**src/rtl/program_loader_if.sv**
```systemverilog
// Stream, control and IRAM-write signals of the program loader.
// The master modport is the loader side; slave is the host/IRAM side.
interface program_loader_if #(
    parameter int BYTE_WIDTH        = 8,
    parameter int INSTRUCTION_WIDTH = 24,
    parameter int ADDRESS_BUS_WIDTH = 11
);
    logic [BYTE_WIDTH-1:0]        in_data;
    logic                         in_valid;
    logic                         in_ready;
    logic                         load_request;
    logic [ADDRESS_BUS_WIDTH-1:0] iram_address;
    logic [INSTRUCTION_WIDTH-1:0] iram_write_data;
    logic                         iram_write_enable;
    logic                         cpu_reset;
    logic                         done;
    logic                         error;

    modport master (
        input  in_data, in_valid, load_request,
        output in_ready, iram_address, iram_write_data, iram_write_enable,
               cpu_reset, done, error
    );

    modport slave (
        output in_data, in_valid, load_request,
        input  in_ready, iram_address, iram_write_data, iram_write_enable,
               cpu_reset, done, error
    );
endinterface

```
**src/rtl/program_loader.sv**
```systemverilog
// Boot loader: assembles an MSB-first byte stream into IRAM words from BASE_ADDRESS and holds
// the CPU in reset until the load completes. Define LOADER_CHECKSUM_EN for a trailing XOR checksum byte.
module program_loader #(
    parameter int INSTRUCTION_WIDTH = 24,
    parameter int ADDRESS_BUS_WIDTH = 11,
    parameter int BYTE_WIDTH        = 8,
    parameter int BASE_ADDRESS      = 1024,
    parameter int MAX_WORDS         = 1024
) (
    input  logic              clock,
    input  logic              reset,
    program_loader_if.master  bus
);
    localparam int BYTES_PER_WORD = INSTRUCTION_WIDTH / BYTE_WIDTH;
    localparam int BCNT_W         = (BYTES_PER_WORD > 1) ? $clog2(BYTES_PER_WORD) : 1;
    localparam int COUNT_W        = 16;

    typedef enum logic [3:0] {
        S_COUNT_HI,
        S_COUNT_LO,
        S_CHECK,
        S_DATA,
        S_WRITE,
`ifdef LOADER_CHECKSUM_EN
        S_SUM,
`endif
        S_FINISH,
        S_RUN,
        S_ERROR
    } state_t;

    state_t                       state_q, state_d;
    logic [COUNT_W-1:0]           count_q, count_d;
    logic [COUNT_W-1:0]           index_q, index_d;
    logic [BCNT_W-1:0]            byte_cnt_q, byte_cnt_d;
    logic [INSTRUCTION_WIDTH-1:0] asm_q, asm_d;
`ifdef LOADER_CHECKSUM_EN
    logic [BYTE_WIDTH-1:0]        csum_q, csum_d;
`endif

    logic                         in_ready_q, in_ready_d;
    logic                         write_enable_q, write_enable_d;
    logic [ADDRESS_BUS_WIDTH-1:0] address_q, address_d;
    logic [INSTRUCTION_WIDTH-1:0] write_data_q, write_data_d;
    logic                         cpu_reset_q, cpu_reset_d;
    logic                         done_q, done_d;
    logic                         error_q, error_d;

    logic                         xfer;

    // Ready is a registered copy of "next state accepts", so in_valid never reaches in_ready.
    function automatic logic accepts(input state_t s);
        logic r;
        r = 1'b0;
        case (s)
            S_COUNT_HI, S_COUNT_LO, S_DATA: r = 1'b1;
`ifdef LOADER_CHECKSUM_EN
            S_SUM:                          r = 1'b1;
`endif
            default:                        r = 1'b0;
        endcase
        return r;
    endfunction

    assign xfer = bus.in_valid & in_ready_q;

    always_comb begin
        state_d    = state_q;
        count_d    = count_q;
        index_d    = index_q;
        byte_cnt_d = byte_cnt_q;
        asm_d      = asm_q;
`ifdef LOADER_CHECKSUM_EN
        csum_d     = csum_q;
`endif
        case (state_q)
            S_COUNT_HI: begin
                if (xfer) begin
                    count_d[15:8] = bus.in_data[7:0];
                    state_d       = S_COUNT_LO;
                end
            end
            S_COUNT_LO: begin
                if (xfer) begin
                    count_d[7:0] = bus.in_data[7:0];
                    state_d      = S_CHECK;
                end
            end
            S_CHECK: begin
                if (count_q == '0 || count_q > COUNT_W'(MAX_WORDS)) begin
                    state_d = S_ERROR;
                end else begin
                    state_d = S_DATA;
                end
            end
            S_DATA: begin
                if (xfer) begin
                    asm_d = (asm_q << BYTE_WIDTH) | INSTRUCTION_WIDTH'(bus.in_data);
`ifdef LOADER_CHECKSUM_EN
                    csum_d = csum_q ^ bus.in_data;
`endif
                    if (byte_cnt_q == BCNT_W'(BYTES_PER_WORD - 1)) begin
                        byte_cnt_d = '0;
                        state_d    = S_WRITE;
                    end else begin
                        byte_cnt_d = byte_cnt_q + 1'b1;
                    end
                end
            end
            S_WRITE: begin
                index_d = index_q + 1'b1;
                if (index_q == count_q - 1'b1) begin
`ifdef LOADER_CHECKSUM_EN
                    state_d = S_SUM;
`else
                    state_d = S_FINISH;
`endif
                end else begin
                    state_d = S_DATA;
                end
            end
`ifdef LOADER_CHECKSUM_EN
            S_SUM: begin
                if (xfer) begin
                    state_d = (bus.in_data == csum_q) ? S_FINISH : S_ERROR;
                end
            end
`endif
            S_FINISH: begin
                state_d = S_RUN;
            end
            S_RUN, S_ERROR: begin
                if (bus.load_request) begin
                    state_d    = S_COUNT_HI;
                    index_d    = '0;
                    byte_cnt_d = '0;
`ifdef LOADER_CHECKSUM_EN
                    csum_d     = '0;
`endif
                end
            end
            default: begin
                state_d = S_COUNT_HI;
            end
        endcase

        // Outputs are decoded from the next state and registered alongside it.
        in_ready_d     = accepts(state_d);
        write_enable_d = (state_d == S_WRITE);
        address_d      = address_q;
        write_data_d   = write_data_q;
        if (state_d == S_WRITE) begin
            address_d    = ADDRESS_BUS_WIDTH'(BASE_ADDRESS + int'(index_d));
            write_data_d = asm_d;
        end
        cpu_reset_d = (state_d != S_RUN);
        done_d      = (state_d == S_RUN);
        error_d     = (state_d == S_ERROR);
    end

    always_ff @(posedge clock) begin
        if (reset) begin
            state_q        <= S_COUNT_HI;
            count_q        <= '0;
            index_q        <= '0;
            byte_cnt_q     <= '0;
            asm_q          <= '0;
`ifdef LOADER_CHECKSUM_EN
            csum_q         <= '0;
`endif
            in_ready_q     <= 1'b0;
            write_enable_q <= 1'b0;
            address_q      <= ADDRESS_BUS_WIDTH'(BASE_ADDRESS);
            write_data_q   <= '0;
            cpu_reset_q    <= 1'b1;
            done_q         <= 1'b0;
            error_q        <= 1'b0;
        end else begin
            state_q        <= state_d;
            count_q        <= count_d;
            index_q        <= index_d;
            byte_cnt_q     <= byte_cnt_d;
            asm_q          <= asm_d;
`ifdef LOADER_CHECKSUM_EN
            csum_q         <= csum_d;
`endif
            in_ready_q     <= in_ready_d;
            write_enable_q <= write_enable_d;
            address_q      <= address_d;
            write_data_q   <= write_data_d;
            cpu_reset_q    <= cpu_reset_d;
            done_q         <= done_d;
            error_q        <= error_d;
        end
    end

    assign bus.in_ready          = in_ready_q;
    assign bus.iram_write_enable = write_enable_q;
    assign bus.iram_address      = address_q;
    assign bus.iram_write_data   = write_data_q;
    assign bus.cpu_reset         = cpu_reset_q;
    assign bus.done              = done_q;
    assign bus.error             = error_q;
endmodule
```
**src/flat_wrapper.sv**
```systemverilog
// flat-port wrapper written by rule: the top's interface ports become plain ports
module program_loader_flat 
#(
    parameter int INSTRUCTION_WIDTH = 24,
    parameter int ADDRESS_BUS_WIDTH = 11,
    parameter int BYTE_WIDTH        = 8,
    parameter int BASE_ADDRESS      = 1024,
    parameter int MAX_WORDS         = 1024
)
  (clock, reset, bus_in_data, bus_in_valid, bus_load_request, bus_in_ready, bus_iram_address, bus_iram_write_data, bus_iram_write_enable, bus_cpu_reset, bus_done, bus_error);
  program_loader_if #(.BYTE_WIDTH(BYTE_WIDTH), .INSTRUCTION_WIDTH(INSTRUCTION_WIDTH), .ADDRESS_BUS_WIDTH(ADDRESS_BUS_WIDTH)) bus_i ();
  input  logic clock;
  input  logic reset;
  input wire logic [$bits(bus_i.in_data)-1:0] bus_in_data;
  input wire logic [$bits(bus_i.in_valid)-1:0] bus_in_valid;
  input wire logic [$bits(bus_i.load_request)-1:0] bus_load_request;
  output wire logic [$bits(bus_i.in_ready)-1:0] bus_in_ready;
  output wire logic [$bits(bus_i.iram_address)-1:0] bus_iram_address;
  output wire logic [$bits(bus_i.iram_write_data)-1:0] bus_iram_write_data;
  output wire logic [$bits(bus_i.iram_write_enable)-1:0] bus_iram_write_enable;
  output wire logic [$bits(bus_i.cpu_reset)-1:0] bus_cpu_reset;
  output wire logic [$bits(bus_i.done)-1:0] bus_done;
  output wire logic [$bits(bus_i.error)-1:0] bus_error;
  assign bus_i.in_data = bus_in_data;
  assign bus_i.in_valid = bus_in_valid;
  assign bus_i.load_request = bus_load_request;
  assign bus_in_ready = bus_i.in_ready;
  assign bus_iram_address = bus_i.iram_address;
  assign bus_iram_write_data = bus_i.iram_write_data;
  assign bus_iram_write_enable = bus_i.iram_write_enable;
  assign bus_cpu_reset = bus_i.cpu_reset;
  assign bus_done = bus_i.done;
  assign bus_error = bus_i.error;
  program_loader #(.INSTRUCTION_WIDTH(INSTRUCTION_WIDTH), .ADDRESS_BUS_WIDTH(ADDRESS_BUS_WIDTH), .BYTE_WIDTH(BYTE_WIDTH), .BASE_ADDRESS(BASE_ADDRESS), .MAX_WORDS(MAX_WORDS)) u_core (.clock(clock), .reset(reset), .bus(bus_i));
endmodule
```
**config.mk**
```make
export PLATFORM = sky130hd
export DESIGN_NAME = program_loader_flat
export DESIGN_NICKNAME = d
export VERILOG_FILES = /design/src/rtl/program_loader_if.sv /design/src/rtl/program_loader.sv /design/src/flat_wrapper.sv
export SDC_FILE = /design/constraint.sdc
export NUM_CORES = 1
export LEC_CHECK = 0
export ABC_AREA = 0
export ABC_CLOCK_PERIOD_IN_PS = 7000
export BUFFER_PORTS_ARGS = -buffer_cell sky130_fd_sc_hd__buf_2
export CAP_MARGIN = 20
export CORE_MARGIN = 2
export CORE_UTILIZATION = 45
export DETAILED_ROUTE_END_ITERATION = 6
export PLACE_DENSITY_LB_ADDON = 0.05
export SYNTH_ARGS = -nofsm -noshare
export SYNTH_HDL_FRONTEND = slang
export SYNTH_SLANG_ARGS = --single-unit
```
**constraint.sdc**
```tcl
create_clock -name clock -period 7 [get_ports clock]
set_clock_uncertainty 0.2 [all_clocks]
set_input_delay 0.7 -clock clock [delete_from_list [all_inputs] [get_ports clock]]
set_output_delay 0.7 -clock clock [all_outputs]
set_load 0.02 [all_outputs]
```
==> impl_metrics.json <==
{
  "fin_setup_tns_ns": 0,
  "synth-edff-count": 0,
  "drc": 0,
  "rsz0062_at_grt": "false",
  "ctsRootBufferMaster": "clkbuf_8",
  "grt_max_degree": 101,
  "use_met2_pct": 32.6,
  "swShare_pct": 25.0,
  "clock.fmax_mhz": 379,
  "ys_ff_latch": 102,
  "die_area_mm2": 0.0111,
  "grt_busiest_layer": "met2",
  "grt_util_met3_pct": 3.40,
  "worstPathArrival_ns": 2.74,
  "synthArstFlopShare_pct": 0,
  "worstPathRequired_ns": 7.10,
  "finish.net_count": 581,
  "cp-end-kind": "register",
  "cts_buffer_depth": 2,
  "switchingPower_mw": 0.259,
  "gp_congestion": 0.814,
  "timing.final.setup_violations": 0,
  "leakage_nw": 2.21,
  "die-width_um": 106,
  "core_mm2": 0.0102,
  "grt_overflow": 0,
  "preCtsSetupSlack_ns": 4.19,
  "rows": 37,
  "grt_pass1_vias": 3576,
  "dpl_cell_area_mm2": 0.00492,
  "cap_viol_max_count": 0,
  "cts_buffers": 9,
  "seq_power_share_pct": 56.9,
  "outcome": "finished, final reports clean",
  "synth.avg_cell_area_um2": 8.59,
  "clock_latency_ns": 0.37,
  "layout_min_cycle_time_ns": 2.64,
  "die_h_um": 106,
  "worstPathMaxFanout": 25,
  "start_util_pct": 45.6,
  "grt_use_met1_pct": 26.2,
  "syn_to_final_growth_pct": 10.9,
  "drt_iter0_drc": 163,
  "synth-main-ff-cell": "dfxtp_1",
  "portBuffers": 51,
  "setup_slack_ns": 4.36,
  "power.density_mw_per_mm2": 201,
  "cts_setup_buffers": 0,
  "internal-power_mw": 0.775,
  "maxSlewViolCount": 0,
  "layout_common_cells": "102 x dfxtp_1, 77 x nand2_1, 51 x buf_2, 50 x nor2_1, 34 x a21oi_1",
  "cts.clk_slew.worst_paths_ns": 0.10,
  "start_kind": "register",
  "grt_pass1_wl_um": 17600,
  "worst_pin_slew_ns": 1.01,
  "diodes": 0,
  "ys_types": 54,
  "finalHoldViolations": 0,
  "cts_resized": 0,
  "numClockSinks": 102,
  "ctsHtreeMaxLevel": 3,
  "track_usage_pct": 19.6,
  "synth_cells": 540,
  "hold_slack_ns": 0.270,
  "syn-num-nets": 554,
  "wl_per_cell_um": 14.9,
  "share_clk_of_total_power_pct": 38.5,
  "fin_area_mm2": 0.00515,
  "vias_per_cell": 5.41,
  "ir_drop_uv": 132,
  "wl_um": 10500,
  "fin_crit_sh_pct": 37.7,
  "hold_path.class": "register to register",
  "layout_commonest_cell": "dfxtp_1",
  "synth_area_mm2": 0.00464,
  "postRouteAntennaNets": 0,
  "yosysWarnings": 0,
  "slew_headroom_pct": 32.8,
  "ctsHoldBuffers": 0,
  "cts_tree": "done",
  "dp_hpwl_um": 7250,
  "power_frac_comb_pct": 4.6,
  "vias": 3828,
  "firstDrtPassIters": 4,
  "antenna_found_initial": 0,
  "ys_seq_area_share_pct": 44.0,
  "crit_type": "register to register",
  "layout-drive-gt1-share_pct": 14.5,
  "io_pins": 52
}
==> cell type report <==
cell class,instances,area [um^2]
Clock buffer,9,124
Tap cell,136,170
Sequential cell,102,2040
Fill cell,997,5040
Multi-Input combinational cell,390,2400
Timing Repair Buffer,56,297
Clock inverter,7,88.8
Inverter,8,30.0
==> layer usage <==
metal / up-vias / share of wire (%)
met3: 11 / 2.3
met4: 0 / 1.3
met1: 1834 / 48
met2: 46 / 48
li1: 1937 / -
met5: - / 0
==> Yosys cell counts, drive strengths merged (3+ instances only) <==
library cell	count	area [um^2]
dfxtp	102	2040
nand2	77	289
nor2	50	188
a21oi	35	179
nor3b	30	225
a21o	29	218
clkbuf	26	98.8
mux2i	19	190
o21ai	19	95.1
buf	14	78.8
nand2b	12	75.1
nor3	12	91.3
xnor2	12	113
a311oi	11	96.3
nand3	9	45.0
inv	8	30.0
xor2	8	70.1
nand4	7	43.8
nor4	7	65.1
a31oi	6	37.5
a211oi	4	30.0
nand3b	4	30.0
nor2b	4	27.5
a22oi	3	22.5
and3	3	18.8
==> registers in the layout, indices dropped and copies added, names as in the netlist <==
name	count
u_core.asm_q	24
u_core.bus.cpu_reset	1
u_core.bus.done	1
u_core.bus.error	1
u_core.bus.in_ready	1
u_core.bus.iram_address	11
u_core.bus.iram_write_data	24
u_core.bus.iram_write_enable	1
u_core.byte_cnt_q	2
u_core.count_q	16
u_core.index_q	16
u_core.state_q	4
==> cell families (layout without fill, tap and decap cells) <==
logic type | count (synthesis) | count (layout) | synth area share (%)
and+or+nand+nor | 224 | 224 | 25.2
AOI/OAI and AO/OA | 124 | 124 | 17.6
DFF | 102 | 102 | 44.0
buffers and inverters | 48 | 80 | 4.48
xor gates and xnor gates | 20 | 20 | 3.94
muxes | 19 | 19 | 4.10
adders and majority gates | 2 | 2 | 0.539
other | 1 | 1 | 0.0808
==> critical path, stage by stage, from the launching register on <==
cell and delay [ns]:
dfxtp_1 0.59, nor2b_1 0.28, nand3_1 0.71, a211oi_1 0.58, a22oi_1 0.12, nor2_1 0.10
==> per-stage QoR <==
stage / std cells / total power [mW] / util, %
floorplan: 540 / 0.636 / -
finish: 708 / 1.03 / 50.5
detailed placement: 691 / 0.649 / 48.3
global route: 708 / 1.07 / 50.5
global placement: 691 / 0.648 / 48.3
CTS: 707 / 1.05 / 50.4
==> power by group through the flow <==
stage	Sequential, mW	Clock [mW]	Combinational, mW
floorplan	0.599	0	0.0372
global placement	0.601	0	0.0467
detailed placement	0.601	0	0.0474
CTS	0.588	0.411	0.0476
global route	0.589	0.430	0.0531
finish	0.588	0.399	0.0476
==> final timing paths <==
kind                                   start                         end  slack [ns]  cells after the start
setup / recovery           u_core.state_q[1]        u_core.byte_cnt_q[1]        4.36                      5
hold / removal    u_core.bus.iram_address[8]  u_core.bus.iram_address[8]        0.27                      2
setup reg to reg           u_core.state_q[1]        u_core.byte_cnt_q[1]        4.36                      5
hold reg to reg   u_core.bus.iram_address[8]  u_core.bus.iram_address[8]        0.27                      2
No activity file was read; power rests on OpenSTA's default activity.
